<file path="src/rtl/sweep_acq_uplink.sv">
// Sweep acquisition uplink: buffers upstream acquisition words in a FIFO and,
// once per completed DAC step, sends a framed packet to a USB slave FIFO:
//   HEADER_WORD, {6'b0, DAC}, <SendCount payload words>, TRAILER_WORD
//
// Handshake: the downstream side uses a ready-low "full" flag. A word is
// written (UsbData_en high for one cycle) only if UsbFull was low in the
// preceding cycle; while UsbFull is high the FSM holds its state and no word
// is consumed. Upstream words carry a one-cycle valid (SweepACQData_en) with
// no backpressure; words arriving while the FIFO is full are dropped and flag
// Overflow.
module sweep_acq_uplink #(
  parameter int          FIFO_DEPTH   = 256,
  parameter logic [15:0] HEADER_WORD  = 16'hFF45,
  parameter logic [15:0] TRAILER_WORD = 16'hFF54
) (
  input  logic        Clk,
  input  logic        reset_n,
  input  logic [15:0] SweepACQData,
  input  logic        SweepACQData_en,
  input  logic        StepDone,
  input  logic [9:0]  CurrentDAC,
  output logic [15:0] UsbData,
  output logic        UsbData_en,
  input  logic        UsbFull,
  output logic        DataTransmitDone,
  output logic        Overflow,
  output logic        Busy,
  output logic [2:0]  dbg_state
);

  localparam int AW = $clog2(FIFO_DEPTH);

  localparam logic [2:0] S_IDLE    = 3'd0;
  localparam logic [2:0] S_HEADER  = 3'd1;
  localparam logic [2:0] S_DAC     = 3'd2;
  localparam logic [2:0] S_PAYLOAD = 3'd3;
  localparam logic [2:0] S_TRAILER = 3'd4;
  localparam logic [2:0] S_DONE    = 3'd5;

  // FIFO storage and pointers (pointers carry one extra wrap bit)
  logic [15:0] fifo_mem [FIFO_DEPTH];
  logic [AW:0] wr_ptr_q, wr_ptr_d;
  logic [AW:0] rd_ptr_q, rd_ptr_d;
  logic [AW:0] fifo_fill;
  logic        fifo_full;
  logic        fifo_empty;
  logic        fifo_wr;
  logic        fifo_rd;
  logic [15:0] fifo_rdata;

  // Step bookkeeping
  logic [15:0] acc_q, acc_d;
  logic [15:0] send_count_q, send_count_d;
  logic [9:0]  dac_q, dac_d;
  logic        pending_q, pending_d;
  logic        step_accept;

  // Frame in flight (copied from the step latches when the frame starts, so a
  // new StepDone can be latched while this frame is still going out)
  logic [15:0] remain_q, remain_d;
  logic [9:0]  frame_dac_q, frame_dac_d;
  logic [2:0]  state_q, state_d;

  // Registered outputs
  logic [15:0] usb_data_q, usb_data_d;
  logic        usb_en_q, usb_en_d;
  logic        done_q, done_d;
  logic        overflow_q, overflow_d;

  assign fifo_fill   = wr_ptr_q - rd_ptr_q;
  assign fifo_full   = (fifo_fill == (AW+1)'(FIFO_DEPTH));
  assign fifo_empty  = (fifo_fill == '0);
  assign fifo_wr     = SweepACQData_en && !fifo_full;
  assign fifo_rdata  = fifo_mem[rd_ptr_q[AW-1:0]];
  // A second StepDone while one is still waiting to start is ignored
  assign step_accept = StepDone && !pending_q;

  // FIFO pointer next-state
  always_comb begin
    wr_ptr_d = wr_ptr_q + {{AW{1'b0}}, fifo_wr};
    rd_ptr_d = rd_ptr_q + {{AW{1'b0}}, fifo_rd};
  end

  // Step accounting, frame sequencing and output word selection
  always_comb begin
    state_d      = state_q;
    pending_d    = pending_q;
    acc_d        = acc_q + {15'b0, fifo_wr};
    send_count_d = send_count_q;
    dac_d        = dac_q;
    remain_d     = remain_q;
    frame_dac_d  = frame_dac_q;
    usb_data_d   = usb_data_q;
    usb_en_d     = 1'b0;
    done_d       = 1'b0;
    fifo_rd      = 1'b0;
    overflow_d   = overflow_q | (SweepACQData_en & fifo_full) | (StepDone & pending_q);

    // A word accepted alongside StepDone belongs to the step that is closing
    if (step_accept) begin
      send_count_d = acc_q + {15'b0, fifo_wr};
      dac_d        = CurrentDAC;
      pending_d    = 1'b1;
      acc_d        = '0;
    end

    case (state_q)
      S_IDLE: begin
        if (pending_q) begin
          state_d     = S_HEADER;
          pending_d   = 1'b0;
          remain_d    = send_count_q;
          frame_dac_d = dac_q;
        end
      end
      S_HEADER: begin
        if (!UsbFull) begin
          usb_data_d = HEADER_WORD;
          usb_en_d   = 1'b1;
          state_d    = S_DAC;
        end
      end
      S_DAC: begin
        if (!UsbFull) begin
          usb_data_d = {6'b0, frame_dac_q};
          usb_en_d   = 1'b1;
          state_d    = (remain_q == 16'd0) ? S_TRAILER : S_PAYLOAD;
        end
      end
      S_PAYLOAD: begin
        // The empty guard only matters if counts and FIFO ever disagree
        if (!UsbFull && !fifo_empty) begin
          usb_data_d = fifo_rdata;
          usb_en_d   = 1'b1;
          fifo_rd    = 1'b1;
          remain_d   = remain_q - 16'd1;
          if (remain_q == 16'd1) state_d = S_TRAILER;
        end
      end
      S_TRAILER: begin
        if (!UsbFull) begin
          usb_data_d = TRAILER_WORD;
          usb_en_d   = 1'b1;
          state_d    = S_DONE;
        end
      end
      S_DONE: begin
        done_d  = 1'b1;
        state_d = S_IDLE;
      end
      default: state_d = S_IDLE;
    endcase
  end

  // FIFO storage write (data array needs no reset)
  always_ff @(posedge Clk) begin
    if (fifo_wr) fifo_mem[wr_ptr_q[AW-1:0]] <= SweepACQData;
  end

  // Control and output registers with asynchronous active-low reset
  always_ff @(posedge Clk or negedge reset_n) begin
    if (!reset_n) begin
      wr_ptr_q     <= '0;
      rd_ptr_q     <= '0;
      acc_q        <= '0;
      send_count_q <= '0;
      dac_q        <= '0;
      pending_q    <= 1'b0;
      remain_q     <= '0;
      frame_dac_q  <= '0;
      state_q      <= S_IDLE;
      usb_data_q   <= '0;
      usb_en_q     <= 1'b0;
      done_q       <= 1'b0;
      overflow_q   <= 1'b0;
    end else begin
      wr_ptr_q     <= wr_ptr_d;
      rd_ptr_q     <= rd_ptr_d;
      acc_q        <= acc_d;
      send_count_q <= send_count_d;
      dac_q        <= dac_d;
      pending_q    <= pending_d;
      remain_q     <= remain_d;
      frame_dac_q  <= frame_dac_d;
      state_q      <= state_d;
      usb_data_q   <= usb_data_d;
      usb_en_q     <= usb_en_d;
      done_q       <= done_d;
      overflow_q   <= overflow_d;
    end
  end

  assign UsbData          = usb_data_q;
  assign UsbData_en       = usb_en_q;
  assign DataTransmitDone = done_q;
  assign Overflow         = overflow_q;
  assign Busy             = (state_q != S_IDLE);
  assign dbg_state        = state_q;

endmodule

</file>
<file path="config.mk">
export PLATFORM = sky130hd
export DESIGN_NAME = sweep_acq_uplink
export DESIGN_NICKNAME = d
export VERILOG_FILES = /design/src/rtl/sweep_acq_uplink.sv
export SDC_FILE = /design/constraint.sdc
export NUM_CORES = 2
export LEC_CHECK = 0
export ABC_AREA = 0
export ABC_CLOCK_PERIOD_IN_PS = 7000
export CAP_MARGIN = 30
export CORE_ASPECT_RATIO = 0.9
export CORE_MARGIN = 2
export CORE_UTILIZATION = 25
export DETAILED_ROUTE_END_ITERATION = 12
export PLACE_DENSITY = 0.49
export RECOVER_POWER = 100
export SLEW_MARGIN = 30
export SYNTH_ARGS = -nofsm -noshare
export SYNTH_HDL_FRONTEND = slang
export SYNTH_SLANG_ARGS = --single-unit
</file>
<file path="constraint.sdc">
create_clock -name Clk -period 7 [get_ports Clk]
set_clock_uncertainty 0.2 [all_clocks]
set_input_delay 1.4 -clock Clk [delete_from_list [all_inputs] [get_ports Clk]]
set_output_delay 1.4 -clock Clk [all_outputs]
set_load 0.02 [all_outputs]
</file>
==> flow_summary.toml <==
[global_route]
antenna_found_initial = 79
grt_pass1_vias = 83600
grt_pass1_wl_um = 734000
overflow = 0
grt_max_degree = 160
grt_util_all_layers_pct = 15.8

[route]
finalWirelength_um = 546000
drtPass1Iterations = 7
drc_errors = 0
highest_layer = "met5"
ant_nets = 0
via_count = 85600
detail_route.wl_per_cell_um = 31.7
routed_via_density = 4.97
drtIter0Drc = 13000
wl_met1_um = 230000
met2_length_um = 241000
routed-wl-met3_um = 56200

[placed_design]
dp_hpwl_um = 337000
dp.cells = 16400
io_buffers = 53
post-place-ws_ps = 1730
gp_congestion = 0.863

[clocking]
cts_hold_buffers = 0
path_clk_slew_ps = 70
clkLatencyLatePin_ps = 1040
cts-root-buf = "clkbuf_16"
numCtsBuffers = 430
cts_tree = "yes"
ctsResizeCount = 0
clockBufferDepth = 4
h-tree-depth = 5
cts_setup_buffers = 0
cts_sinks = 4205

[setup_path]
r2r_setup_slack_ps = 690
worst_setup_path_start_kind = "register"
slowest_stage = "nand4_1"
path_cells = "inv_4 > ha_1 > or3_1 > nor3_1 > nor3_1 > a211oi_1 > nand4_1 > and2_0 > o221a_1"
arrival_ps = 7010
cpPeakStageDelay_ps = 1160
cp-end-kind = "register"
cpLargestDelayFamily = "simple AND/OR/NAND/NOR gates"
worstPathRequired_ps = 7700
crit_path_frequent_cell = "nor3_1"
cp_max_fo = 31
path_class = "register to register"
path_buf_inv = 1

[pwr]
power_density_nw_per_um2 = 382
power.leakage_uw = 0.0580
ir_worst_vdd_v = 0.000340

[synth]
synth-xor-area-share_pct = 0.155
netlist.area_leader.share_pct = 74.9
synth_simple_gate_area_share_pct = 2.62
synth_top_family_by_area = "multiplexers"
avgSynthCellArea_um2 = 21.3
synth_area_um2 = 164000
synth-edff-count = 4096
synth_compound_area_share_pct = 3.09
synth_nets = 7769
synth-main-ff-cell = "edfxtp_1"
synth.distinct_cells = 91
async_reset_ff_share_pct = 2.59
synthTopCellsByArea = "edfxtp_1, mux4_2, mux2i_1"
yosysWarnings = 0
synth-adder-area-share_pct = 0.122
synth.area.mux_share_pct = 15.3
yosys.area.top_type = "edfxtp_1"
ys_seq_area_share_pct = 76.6
ys_seq_elements = 4205
synthCells = 7722

[outcome]
status = "finished with violations"
failed_checks = "capacitance limit, slew limit"

[sta]
setup-tns-final_ps = 0
fin_ws_ps = 695
rsz0062_at_grt = "no"
finalSetupViolCount = 0
post-route-period-util_pct = 90.1
slew_violations = 3255
max_freq_mhz = 159
whs_ps = 281
tightestPinTransition_ps = 5280
fin_crit_ps = 6310
final_hold_viol_count = 0
slew_headroom_pct = -252

[floorplan]
rows = 282
start_util_pct = 25.1
dieArea_um2 = 663000
core_um2 = 655000
die_h_um = 773
pin_count = 54
chipWidth_um = 858

[finish]
syn_to_final_growth_pct = 15.4
drive_above_1_share_pct = 22.3
mostFrequentLayoutCells = "edfxtp_1, mux4_2, clkbuf_16, mux2i_1, clkbuf_1"
final_common_cell = "edfxtp_1"
layout.nets = 8195
fin_cells = 17200

[min_path]
min_path_type = "register to register"

[flow_run]
drv_cap = 113
-- where the power goes --
| group | internal [uW] | switching [uW] | total (uW) |
|---|---|---|---|
| Sequential | 28100 | 620 | 28700 |
| Clock | 12800 | 9890 | 22700 |
| Combinational | 7410 | 13500 | 21000 |
-- final timing paths --
check / to / startpoint / cells past startpoint
max in group asynchronous: rd_ptr_q[1] / reset_n / 2
worst min register to register: dac_q[8] / dac_q[8] / 2
min in group asynchronous: dac_q[2] / reset_n / 1
worst min-delay path: dac_q[8] / dac_q[8] / 2
worst max-delay path: UsbData[15] / rd_ptr_q[3] / 9
worst max register to register: UsbData[15] / rd_ptr_q[3] / 9
-- metal layers --
| layer | track usage, % | vias to the layer above |
|---|---|---|
| li1 | - | 33400 |
| met1 | 22.7 | 46600 |
| met2 | 23.8 | 4647 |
| met3 | 3.84 | 859 |
| met4 | 4.66 | 42 |
| met5 | 0 | - |
-- kinds of logic after synthesis --
kind of cell / after synthesis
DFF: 4205
adders and majority gates: 16
buffers and inverters: 477
AOI/OAI and AO/OA: 703
and+or+nand+nor: 937
xor gates and xnor gates: 29
muxes: 1355
-- cells in the mapped netlist (14+ instances only) --
cell,n
nand2_1,283
clkbuf_1,148
mux4_1,18
nand3_1,87
buf_2,134
nand4_1,26
a22oi_1,117
dfrtp_1,109
o21ai_0,67
o2bb2ai_1,15
a211oi_1,26
mux2_2,26
nor4_1,17
or3_1,14
buf_12,38
mux2i_1,406
a32oi_1,14
a2111oi_0,17
a22o_1,19
nor2b_1,22
o21ai_1,14
buf_1,22
nor2_1,234
buf_8,33
o221ai_1,43
edfxtp_1,4096
o211ai_1,16
a31oi_1,20
a21oi_1,126
and2_1,18
nor3_1,180
buf_6,52
a221oi_1,44
buf_4,31
ha_1,16
xnor2_1,18
o22ai_1,68
mux4_2,902
-- flip-flops by register name, summed over array words and instances, names as in the netlist, 10 cells and up --
signal,flops
UsbData,16
acc_q,16
dac_q,10
fifo_mem,4096
frame_dac_q,10
remain_q,16
send_count_q,16
-- per-stage QoR --
stage               total power, uW  area [um^2]  utilization [%]
floorplan                     41400       164000                -
global placement              50000       177000             27.0
detailed placement            50200       177000             27.1
CTS                           72800       191000             29.2
global route                  74300       189000             28.9
finish                        72400       189000             28.9
-- cell type report --
type,instances,area [um^2]
timing repair buffer,453,3490
clock inverter,243,2340
tap,8662,10800
sequential,4205,126000
fill,63900,465000
inverter,18,80.1
clock buffer,543,11400
antenna,40,100
multi-input combinational,3040,35500
-- worst register-to-register path: stages, from the launching register on --
cell	delay [ps]
dfrtp_4	880
inv_4	270
ha_1	420
or3_1	420
nor3_1	350
nor3_1	140
a211oi_1	790
nand4_1	1160
and2_0	1010
o221a_1	520
Note: power is estimated with default switching activity, not from simulation.
